`src/rtl/cordic_fp_pkg.sv`:
```
// Shared IEEE-754 single-precision definitions for the CORDIC operand path.
// Provides field widths, the exponent bias, the operand class enum and
// small field-extraction helpers used by the float-to-fixed converter.
package cordic_fp_pkg;

  localparam int FP_EXP_W = 8;
  localparam int FP_MAN_W = 23;
  localparam int FP_BIAS  = 127;

  typedef enum logic [2:0] {ZERO, DENORM, NORMAL, INF, NAN} fp_class_t;

  function automatic logic fp_sign(input logic [31:0] f);
    return f[31];
  endfunction

  function automatic logic [FP_EXP_W-1:0] fp_exp(input logic [31:0] f);
    return f[30:23];
  endfunction

  function automatic logic [FP_MAN_W-1:0] fp_frac(input logic [31:0] f);
    return f[22:0];
  endfunction

  // 24-bit significand; the hidden bit is only present for normal numbers
  function automatic logic [FP_MAN_W:0] fp_mant(input logic [31:0] f);
    return {(fp_exp(f) != '0), fp_frac(f)};
  endfunction

  function automatic fp_class_t fp_classify(input logic [31:0] f);
    if (fp_exp(f) == '0)
      return (fp_frac(f) == '0) ? ZERO : DENORM;
    else if (fp_exp(f) == '1)
      return (fp_frac(f) == '0) ? INF : NAN;
    else
      return NORMAL;
  endfunction

endpackage

```
`src/rtl/fx_align_shifter.sv`:
```
// Combinational bidirectional barrel shifter for the float-to-fixed path.
// A non-negative shift moves the significand left; a negative shift moves it
// right. The magnitude is MAG_W bits; if any set bit would land above it the
// magnitude is forced to all ones so the saturation stage always catches it.
// Macro ROUND_NEAREST_EN: when defined, the guard and sticky bits of a right
// shift are produced as extra outputs; otherwise they are absent.
// Ports:
//   mant   in  24     significand with hidden bit
//   shift  in  10     signed shift amount (left when >= 0)
//   mag    out MAG_W  aligned magnitude (integer part of the fixed value)
//   guard  out 1      first bit shifted out (ROUND_NEAREST_EN only)
//   sticky out 1      OR of all lower bits shifted out (ROUND_NEAREST_EN only)
module fx_align_shifter #(
  parameter int MAG_W = 33
) (
  input  logic [23:0]        mant,
  input  logic signed [9:0]  shift,
`ifdef ROUND_NEAREST_EN
  output logic               guard,
  output logic               sticky,
`endif
  output logic [MAG_W-1:0]   mag
);

  localparam int WW = MAG_W + 24;

  logic [WW-1:0] wide;
  logic [9:0]    amt;
`ifdef ROUND_NEAREST_EN
  logic [49:0]   ext;
`endif

  always_comb begin
    wide = '0;
    amt  = '0;
`ifdef ROUND_NEAREST_EN
    ext    = '0;
    guard  = 1'b0;
    sticky = 1'b0;
`endif
    if (!shift[9]) begin
      amt = shift;
      // Any left shift of MAG_W or more pushes the leading one out of range
      if (amt >= 10'(MAG_W))
        wide = '1;
      else
        wide = {{MAG_W{1'b0}}, mant} << amt;
    end else begin
      amt = 10'(-shift);
`ifdef ROUND_NEAREST_EN
      // Beyond 25 places the whole significand is below the guard position
      if (amt >= 10'd26) begin
        sticky = |mant;
      end else begin
        ext    = {mant, 26'b0} >> amt;
        wide   = {{MAG_W{1'b0}}, ext[49:26]};
        guard  = ext[25];
        sticky = |ext[24:0];
      end
`else
      wide = {{MAG_W{1'b0}}, 24'(mant >> amt)};
`endif
    end
    mag = (|wide[WW-1:MAG_W]) ? '1 : wide[MAG_W-1:0];
  end

endmodule

```
`src/rtl/float_to_fixed_pipe.sv`:
```
// Pipelined, handshaked IEEE-754 single to signed fixed-point converter.
// Three stages: decode, align shift, round/negate/saturate. Each stage has
// its own valid and advances when the stage after it can take the word, so
// the pipe runs at one word per cycle and holds its contents under stall.
// Macro ROUND_NEAREST_EN: when defined, the last stage rounds to nearest
// (ties to even) using guard/sticky; otherwise the magnitude is truncated.
// Ports:
//   clk        in  1      clock, rising edge
//   reset_n    in  1      synchronous active-low reset
//   in_valid   in  1      input word valid
//   in_ready   out 1      converter accepts input this cycle
//   in_data    in  32     IEEE-754 single
//   out_valid  out 1      result valid
//   out_ready  in  1      downstream accepts result
//   out_data   out OUT_W  two's complement result, FRAC_BITS fraction bits
//   out_ovf    out 1      result saturated (too large or infinite)
//   out_unf    out 1      nonzero finite input produced 0
//   out_nan    out 1      input was NaN
module float_to_fixed_pipe
  import cordic_fp_pkg::*;
#(
  parameter int OUT_W     = 32,
  parameter int FRAC_BITS = 30
) (
  input  logic             clk,
  input  logic             reset_n,
  input  logic             in_valid,
  output logic             in_ready,
  input  logic [31:0]      in_data,
  output logic             out_valid,
  input  logic             out_ready,
  output logic [OUT_W-1:0] out_data,
  output logic             out_ovf,
  output logic             out_unf,
  output logic             out_nan
);

  localparam int MAG_W = OUT_W + 1;
  // fixed = mant * 2^(exp - bias - 23 + FRAC_BITS)
  localparam logic signed [9:0] SH_OFS = 10'(FRAC_BITS - FP_BIAS - FP_MAN_W);
  localparam logic [OUT_W-1:0] MAX_V   = {1'b0, {(OUT_W-1){1'b1}}};
  localparam logic [OUT_W-1:0] MIN_V   = {1'b1, {(OUT_W-1){1'b0}}};
  localparam logic [MAG_W:0]   NEG_LIM = {3'b001, {(OUT_W-1){1'b0}}};

`ifdef ROUND_NEAREST_EN
  function automatic logic [MAG_W:0] round_mag(input logic [MAG_W-1:0] m,
                                               input logic g, input logic s);
    return {1'b0, m} + (MAG_W+1)'(g & (s | m[0]));
  endfunction
`else
  function automatic logic [MAG_W:0] round_mag(input logic [MAG_W-1:0] m);
    return {1'b0, m};
  endfunction
`endif

  // Returns {ovf, value}; -2^(OUT_W-1) is representable, +2^(OUT_W-1) is not
  function automatic logic [OUT_W:0] saturate(input logic sign, input logic [MAG_W:0] m);
    logic signed [OUT_W-1:0] v;
    v = $signed(m[OUT_W-1:0]);
    if (!sign)
      return (m >= NEG_LIM) ? {1'b1, MAX_V} : {1'b0, v};
    else
      return (m > NEG_LIM) ? {1'b1, MIN_V} : {1'b0, OUT_W'(-v)};
  endfunction

  logic vld_p0, vld_p1, vld_p2;
  logic rdy_p0, rdy_p1, rdy_p2;

  assign rdy_p2    = !vld_p2 || out_ready;
  assign rdy_p1    = !vld_p1 || rdy_p2;
  assign rdy_p0    = !vld_p0 || rdy_p1;
  assign in_ready  = rdy_p0;
  assign out_valid = vld_p2;

  // ---- S1: decode ----
  logic            sign_p0;
  logic [7:0]      exp_p0;
  logic [23:0]     mant_p0;
  fp_class_t       cls_p0;

  always_ff @(posedge clk) begin
    if (!reset_n)    vld_p0 <= 1'b0;
    else if (rdy_p0) vld_p0 <= in_valid;
  end

  always_ff @(posedge clk) begin
    if (rdy_p0 && in_valid) begin
      sign_p0 <= fp_sign(in_data);
      exp_p0  <= fp_exp(in_data);
      mant_p0 <= fp_mant(in_data);
      cls_p0  <= fp_classify(in_data);
    end
  end

  // ---- S2: align shift ----
  logic signed [9:0] shift_c;
  logic [MAG_W-1:0]  mag_c;
  logic              sign_p1;
  fp_class_t         cls_p1;
  logic [MAG_W-1:0]  mag_p1;
`ifdef ROUND_NEAREST_EN
  logic              guard_c, sticky_c, guard_p1, sticky_p1;
`endif

  assign shift_c = $signed({2'b00, exp_p0}) + SH_OFS;

  fx_align_shifter #(.MAG_W(MAG_W)) u_shift (
    .mant   (mant_p0),
    .shift  (shift_c),
`ifdef ROUND_NEAREST_EN
    .guard  (guard_c),
    .sticky (sticky_c),
`endif
    .mag    (mag_c)
  );

  always_ff @(posedge clk) begin
    if (!reset_n)    vld_p1 <= 1'b0;
    else if (rdy_p1) vld_p1 <= vld_p0;
  end

  always_ff @(posedge clk) begin
    if (rdy_p1 && vld_p0) begin
      sign_p1 <= sign_p0;
      cls_p1  <= cls_p0;
      mag_p1  <= mag_c;
`ifdef ROUND_NEAREST_EN
      guard_p1  <= guard_c;
      sticky_p1 <= sticky_c;
`endif
    end
  end

  // ---- S3: round / negate / saturate ----
  logic [MAG_W:0]          rmag_c;
  logic [OUT_W:0]          sat_c;
  logic signed [OUT_W-1:0] res_c;
  logic                    ovf_c, unf_c, nan_c;

  always_comb begin
    rmag_c = '0;
    sat_c  = '0;
    res_c  = '0;
    ovf_c  = 1'b0;
    unf_c  = 1'b0;
    nan_c  = 1'b0;
    case (cls_p1)
      ZERO:   ;
      DENORM: unf_c = 1'b1;
      INF: begin
        ovf_c = 1'b1;
        res_c = sign_p1 ? MIN_V : MAX_V;
      end
      NAN:    nan_c = 1'b1;
      default: begin
`ifdef ROUND_NEAREST_EN
        rmag_c = round_mag(mag_p1, guard_p1, sticky_p1);
`else
        rmag_c = round_mag(mag_p1);
`endif
        sat_c = saturate(sign_p1, rmag_c);
        res_c = sat_c[OUT_W-1:0];
        ovf_c = sat_c[OUT_W];
        unf_c = (rmag_c == '0);
      end
    endcase
  end

  always_ff @(posedge clk) begin
    if (!reset_n) begin
      vld_p2   <= 1'b0;
      out_data <= '0;
      out_ovf  <= 1'b0;
      out_unf  <= 1'b0;
      out_nan  <= 1'b0;
    end else if (rdy_p2) begin
      vld_p2 <= vld_p1;
      if (vld_p1) begin
        out_data <= res_c;
        out_ovf  <= ovf_c;
        out_unf  <= unf_c;
        out_nan  <= nan_c;
      end
    end
  end

endmodule

```
`config.mk`:
```
export PLATFORM = sky130hd
export DESIGN_NAME = float_to_fixed_pipe
export DESIGN_NICKNAME = d
export VERILOG_FILES = /design/src/rtl/cordic_fp_pkg.sv /design/src/rtl/fx_align_shifter.sv /design/src/rtl/float_to_fixed_pipe.sv
export SDC_FILE = /design/constraint.sdc
export NUM_CORES = 1
export LEC_CHECK = 0
export CAP_MARGIN = 20
export CORE_ASPECT_RATIO = 1.1
export CORE_MARGIN = 2
export CORE_UTILIZATION = 40
export DETAILED_ROUTE_END_ITERATION = 8
export GPL_TIMING_DRIVEN = 0
export SLEW_MARGIN = 20
export SYNTH_ARGS = -nofsm -noshare
export SYNTH_HDL_FRONTEND = slang
export SYNTH_SLANG_ARGS = --single-unit
export TNS_END_PERCENT = 10
```
`constraint.sdc`:
```
create_clock -name clk -period 5.18 [get_ports clk]
set_input_delay 0.518 -clock clk [delete_from_list [all_inputs] [get_ports clk]]
set_output_delay 0.518 -clock clk [all_outputs]
set_load 0.02 [all_outputs]
```
==> results_dict.tcl, run 1 <==
set metrics [dict create \
    place_ws_ns 0.04844 \
    status "finished clean" \
    crit_chain "buf_6, buf_2, buf_2, buf_2, buf_2, inv_2, ha_1, nand3b_1, nor3_1, xor2_1, nor4_2, nor2_1, clkbuf_2, a311oi_1, o221ai_1, o21ai_1" \
    rows 56 \
    grt_antenna_before_repair 0 \
    async_flop_share 0 \
    die_h_um 157.7 \
    drive_gt1_frac 0.08426 \
    critPathRequiredTime_ns 5.35 \
    drc 0 \
    cts_sinks 111 \
    path_clk_slew_ns 0.09 \
    tns_ns 0 \
    area.growth.synth_to_final_pct 17.31 \
    synth_edf_count 73 \
    min_path_type "reg -> reg" \
    syn_area_per_cell_um2 8.667 \
    max_clock_freq_mhz 203.3 \
    grt_usage 0.2617 \
    die_x_um 143.7 \
    die_area_um2 22660 \
    final_common_cell "a21oi_1" \
    synth_fp_nets 1032 \
    nets 1116 \
    grt_pass1_vias 7868 \
    overflow 0 \
    slowest_stage "nor4_2" \
    ant_nets 0 \
    drv_slew 0 \
    crit_end "mag_p1[1]" \
    p_switching_mw 1.010 \
    tightest_slew_ns 1.021 \
    postCtsSetupBuffers 0 \
    powerDensity_nw_per_um2 272.1 \
    final_cell_mix "a21oi_1 (122), nand2_1 (108), o21ai_0 (94), nor2_1 (73), edfxtp_1 (73)" \
    pwr-share-seq 0.396 \
    ios 73 \
    synth-seq-area-share 0.3438 \
    clkLatencyLatePin_ns 0.37 \
    clk_root_buffer_cell "clkbuf_16" \
    post_drt_wl_per_cell_um 21.53 \
    initialDrtViolationCount 676 \
    fin_total_pwr_mw 2.742 \
    maxSlewHeadroom 0.3142 \
    fillers 2138 \
    drtPass1Iterations 5 \
    cts_buffer_depth 2 \
    dp_hpwl_um 23280 \
    maxCapViolations 0 \
    combPwrFrac 0.340 \
    ys_ff_latch 111 \
    finClkSkew_ns 0.01761 \
    synth_cell_type_count 72 \
    crit_path_end_kind "flip-flop" \
    hold_viol_final 0 \
    p_int_mw 1.732 \
    cp-start-kind "flip-flop" \
    finalWirelength_um 29490 \
    yosysTopAreaCell "edfxtp_1" \
    setup_slack_ns 0.2623 \
    start_util 0.4046 \
    setup_violations 0 \
    ys_warn_count 0 \
    gp_congestion 1.039 \
    avgViaCountPerCell 6.193 \
    synth_ff_type "edfxtp_1" \
    r2r-end "mag_p1[1]" \
    synth.top_cell.area_share 0.2552 \
    path_buf_inv 7 \
    p_sw_frac 0.3682 \
    numCtsBuffers 9 \
    cts-hold-fix-buffers 0 \
    grt_pass1_wl_um 45600 \
    htreeDepth 3 \
    core_um2 21230 \
    critPathMaxFanout 10 \
    clock_power_share 0.265 \
    path_common_cell "buf_2" \
    io_buffer_count 72 \
    rsz0062_at_grt "false" \
    finalCriticalPeriod_ns 4.918 \
    fin_crit_sh 0.9494 \
    vias 8484 \
    ir_worst_vdd_mv 0.1583 \
    path_class "reg -> reg" \
    cellLeakagePower_nw 3.357 \
    syn_inst 991 \
    synth_area_leaders "edfxtp_1 (26%), mux4_2 (8.9%), dfxtp_1 (8.9%)" \
    crit_family "buffers and inverters" \
    startpoint "exp_p0[0]" \
    cp.depth 16 \
    antennaDiodeCount 0 \
    arrival_ns 5.09 \
    cts_tree "yes" \
    grt_max_degree 26 \
    r2r_slack_ns 0.26 \
    syn-cell-area_um2 8589 \
    r2r.worst_path.cells 16 \
    critPathMaxStageDelay_ns 0.56 \
    reg2reg_from "exp_p0[0]" \
]
[worst min-delay path by stage]
stage / start / slack, ns / cells after the start / endpoint
after floorplan: cls_p0[0] / 0.40 / 0 / cls_p1[0]
after global placement: sign_p0 / 0.40 / 0 / sign_p1
after detailed placement: cls_p0[2] / 0.40 / 0 / cls_p1[2]
after CTS: cls_p0[2] / 0.42 / 0 / cls_p1[2]
after global routing: cls_p0[1] / 0.44 / 0 / cls_p1[1]
final: cls_p0[2] / 0.42 / 0 / cls_p1[2]
[cell type report]
type                    count  area [um^2]  share of cell area
multi-input cells         790         5284              0.5244
flip-flops and latches    111         2953              0.2931
repair buffers             74        775.7             0.07699
well taps                 290        362.8             0.03601
plain buffers              74        332.8             0.03303
clock buffers              10        239.0             0.02372
clock inverters             6        72.57            0.007202
inverters                  15        56.30            0.005588
[timing repair]
item                       4_1_cts  5_1_grt
resized for setup                1        4
hold endpoints to repair         0        0
setup endpoints to repair        1       10
[stage by stage]
| step | util | cells | hold slack (ns) | cell area [um^2] |
|---|---|---|---|---|
| floorplan | - | 991 | 0.4003 | 8589 |
| global placement | 0.4556 | 1353 | 0.4049 | 9673 |
| global route | 0.4746 | 1370 | 0.4383 | 10080 |
| CTS | 0.4747 | 1371 | 0.4170 | 10080 |
| detailed placement | 0.4597 | 1355 | 0.4045 | 9759 |
| finish | 0.4746 | 1370 | 0.4205 | 10080 |
[state kept, by name (all words and copies together) (netlist names)]
signal,count
exp_p0,8
vld_p0,1
out_nan,1
sign_p0,1
out_ovf,1
mag_p1,33
sign_p1,1
out_data,32
mant_p0,24
cls_p1,3
out_valid,1
cls_p0,3
vld_p1,1
out_unf,1
[power groups by stage]
stage	Clock [mW]	Sequential [mW]	Combinational [mW]
global route	0.776	1.09	1.00
finish	0.726	1.08	0.931
floorplan	0	1.09	0.611
detailed placement	0	1.10	0.904
global placement	0	1.10	0.899
CTS	0.738	1.08	0.909
[logic make-up (layout without fill, tap and decap cells)]
kind of cell | count (synthesis) | after routing | share of synthesized area
xor+xnor | 13 | 13 | 0.01326
fa+ha+maj | 5 | 5 | 0.007283
compound gates | 359 | 359 | 0.2516
buf+inv | 90 | 179 | 0.04545
mux | 77 | 77 | 0.1461
flops | 111 | 111 | 0.3438
simple gates | 336 | 336 | 0.1926
[cell usage after synthesis (8+ instances only)]
| cell type | number |
|---|---|
| a211oi_1 | 8 |
| edfxtp_1 | 73 |
| o22ai_1 | 28 |
| nand3_1 | 21 |
| nor3_1 | 32 |
| o21ai_0 | 94 |
| buf_2 | 12 |
| nor2_1 | 73 |
| nor4_1 | 15 |
| mux4_2 | 34 |
| nand2b_1 | 12 |
| dfxtp_1 | 38 |
| clkbuf_1 | 54 |
| mux2i_1 | 32 |
| inv_1 | 12 |
| a31oi_1 | 19 |
| xnor2_1 | 8 |
| and3_1 | 10 |
| nor2b_1 | 20 |
| a21oi_1 | 122 |
| nand2_1 | 108 |
| o221ai_1 | 12 |
| mux2_2 | 8 |
[per-layer routing]
layer,global-route usage,up-vias,share of wire
met2,0.4621,406,0.50
met3,0.03993,115,0.055
li1,-,3994,-
met1,0.3024,3969,0.39
met5,0,-,0
met4,0.1457,0,0.061
(Power assumes the default switching activity.)
==> inputs of run 2 (changes only) <==
--- a/config.mk
+++ b/config.mk
@@ -9,8 +9,10 @@
 export CORE_ASPECT_RATIO = 1.1
 export CORE_MARGIN = 2
 export CORE_UTILIZATION = 40
+export CTS_CLUSTER_DIAMETER = 80
 export DETAILED_ROUTE_END_ITERATION = 8
 export GPL_TIMING_DRIVEN = 0
+export PLACE_DENSITY = 0.56
 export SLEW_MARGIN = 20
 export SYNTH_ARGS = -nofsm -noshare
 export SYNTH_HDL_FRONTEND = slang
==> results_dict.tcl, run 2 (synthesis results as in run 1) <==
set metrics [dict create \
    drtPass1Iterations 5 \
    grt_usage 0.2805 \
    post_drt_wl_per_cell_um 22.80 \
    crit_chain "buf_6, buf_2, buf_2, buf_2, buf_2, inv_2, ha_1, nand3b_1, o31ai_1, nand3_1, or4_4, nor4_4, buf_6, o21ai_0" \
    clkLatencyLatePin_ns 0.37 \
    rsz0062_at_grt "false" \
    area.growth.synth_to_final_pct 17.28 \
    drv_slew 0 \
    ir_worst_vdd_mv 0.1742 \
    final_cell_mix "a21oi_1 (122), nand2_1 (108), o21ai_0 (94), nor2_1 (73), edfxtp_1 (73)" \
    top_regs "mag_p1 (33), out_data (32), mant_p0 (24)" \
    ant_nets 0 \
    fillers 2157 \
    postCtsSetupBuffers 0 \
    initialDrtViolationCount 699 \
    critPathMaxStageDelay_ns 0.64 \
    io_buffer_count 72 \
    die_area_um2 22660 \
    overflow 0 \
    place_inst 1355 \
    htreeDepth 3 \
    largest_register_ffs 33 \
    die_h_um 157.7 \
    finClkSkew_ns 0.01213 \
    rows 56 \
    ios 73 \
    utilization 0.4745 \
    final_common_cell "a21oi_1" \
    gp_congestion 0.9865 \
    critPathRequiredTime_ns 5.25 \
    cts_tree "yes" \
    die_x_um 143.7 \
    final_cells 1370 \
    maxSlewHeadroom 0.3047 \
    setup_violations 0 \
    drive_gt1_frac 0.08241 \
    powerDensity_nw_per_um2 272.5 \
    r2r_slack_ns 0.35 \
    crit_path_end_kind "flip-flop" \
    max_clock_freq_mhz 207.0 \
    path_clk_slew_ns 0.08 \
    tightest_slew_ns 1.036 \
    start_util 0.4046 \
    numCtsBuffers 9 \
    clk_root_buffer_cell "clkbuf_16" \
    place_ws_ns 0.05719 \
    finalWirelength_um 31240 \
    dp_hpwl_um 24960 \
    avgViaCountPerCell 6.201 \
    path_common_cell "buf_2" \
    min_path_type "reg -> reg" \
    cp-start-kind "flip-flop" \
    worst_hold_slack_ns 0.4337 \
    maxCapViolations 0 \
    cts_sinks 111 \
    slowest_stage "or4_4" \
    grt_pass1_vias 8088 \
    top_register "mag_p1" \
    status "finished clean" \
    path_class "reg -> reg" \
    cellLeakagePower_nw 3.348 \
    hold_viol_final 0 \
    arrival_ns 4.91 \
    tns_ns 0 \
    fin_crit_sh 0.9327 \
    vias 8496 \
    nets 1116 \
    grt_pass1_wl_um 48020 \
    cts_buffer_depth 2 \
    grt_max_degree 27 \
    setup_slack_ns 0.3487 \
    antennaDiodeCount 0 \
    critPathMaxFanout 10 \
    drc 0 \
    core_um2 21230 \
    grt_antenna_before_repair 0 \
    finalCriticalPeriod_ns 4.831 \
]
[run 2: cell count changes in the layout (fill, tap and decap cells not counted), moves of 2 or more]
cell	change
inv_6	-2
clkinv_8	-2
clkbuf_1	+2
clkinv_4	+2
[run 2: routing by layer]
layer  share of wire  global-route usage  vias up  wire length, um
li1                -                   -     3990                -
met4           0.050              0.1331        0             1573
met1            0.37              0.3085     4040            11710
met2            0.53              0.5256      376            16520
met5               0                   0        -                0
met3           0.046             0.04204       90             1431
[run 2: critical path: cells and delay by family, from the launching register on]
family,cells,cell delay [ns]
flip-flops,1,0.42
adder cells (fa/ha/maj),1,0.28
AND/OR/NAND/NOR,4,1.72
buffers and inverters,7,1.54
AO/OA/AOI/OAI,2,0.56
[run 2: layout make-up]
class                   instances  area (um^2)  share of cell area
plain buffers                  74        331.6             0.03292
clock buffers                  11        254.0             0.02521
clock inverters                 5        47.55            0.004720
inverters                      15        56.30            0.005589
multi-input cells             790         5293              0.5254
flip-flops and latches        111         2953              0.2931
well taps                     290        362.8             0.03602
repair buffers                 74        775.7             0.07701
[run 2: what timing repair did]
| item | in CTS | in global routing |
|---|---|---|
| endpoints found under the setup margin | 0 | 24 |
| resized for setup | 0 | 4 |
| hold buffers | 0 | 0 |
[run 2: worst paths after layout]
kind,from,endpoint,cells after the start
worst min-delay path,cls_p0[0],cls_p1[0],0
worst max register to register,exp_p0[0],mag_p1[3],14
worst max-delay path,exp_p0[0],mag_p1[3],14
worst min register to register,cls_p0[0],cls_p1[0],0
[run 2: power by group]
group | leakage [nW] | internal (mW) | switching, mW | total, mW
clock network | 0.145 | 0.365 | 0.353 | 0.719
logic | 2.20 | 0.362 | 0.579 | 0.941
registers | 0.998 | 1.01 | 0.0742 | 1.09
[run 2: through the flow]
| step | power (mW) | area, um^2 |
|---|---|---|
| detailed placement | 2.021 | 9759 |
| finish | 2.745 | 10070 |
| global placement | 2.021 | 9673 |
| floorplan | 1.701 | 8589 |
| CTS | 2.738 | 10060 |
| global route | 2.881 | 10070 |
==> inputs of run 3 (changes only) <==
--- a/config.mk
+++ b/config.mk
@@ -10,6 +10,7 @@
 export CORE_MARGIN = 2
 export CORE_UTILIZATION = 40
 export CTS_CLUSTER_DIAMETER = 80
+export CTS_CLUSTER_SIZE = 12
 export DETAILED_ROUTE_END_ITERATION = 8
 export GPL_TIMING_DRIVEN = 0
 export PLACE_DENSITY = 0.56
==> results of run 3 <==
Same layout as run 2: the final DEF is identical, and so are final timing and power.
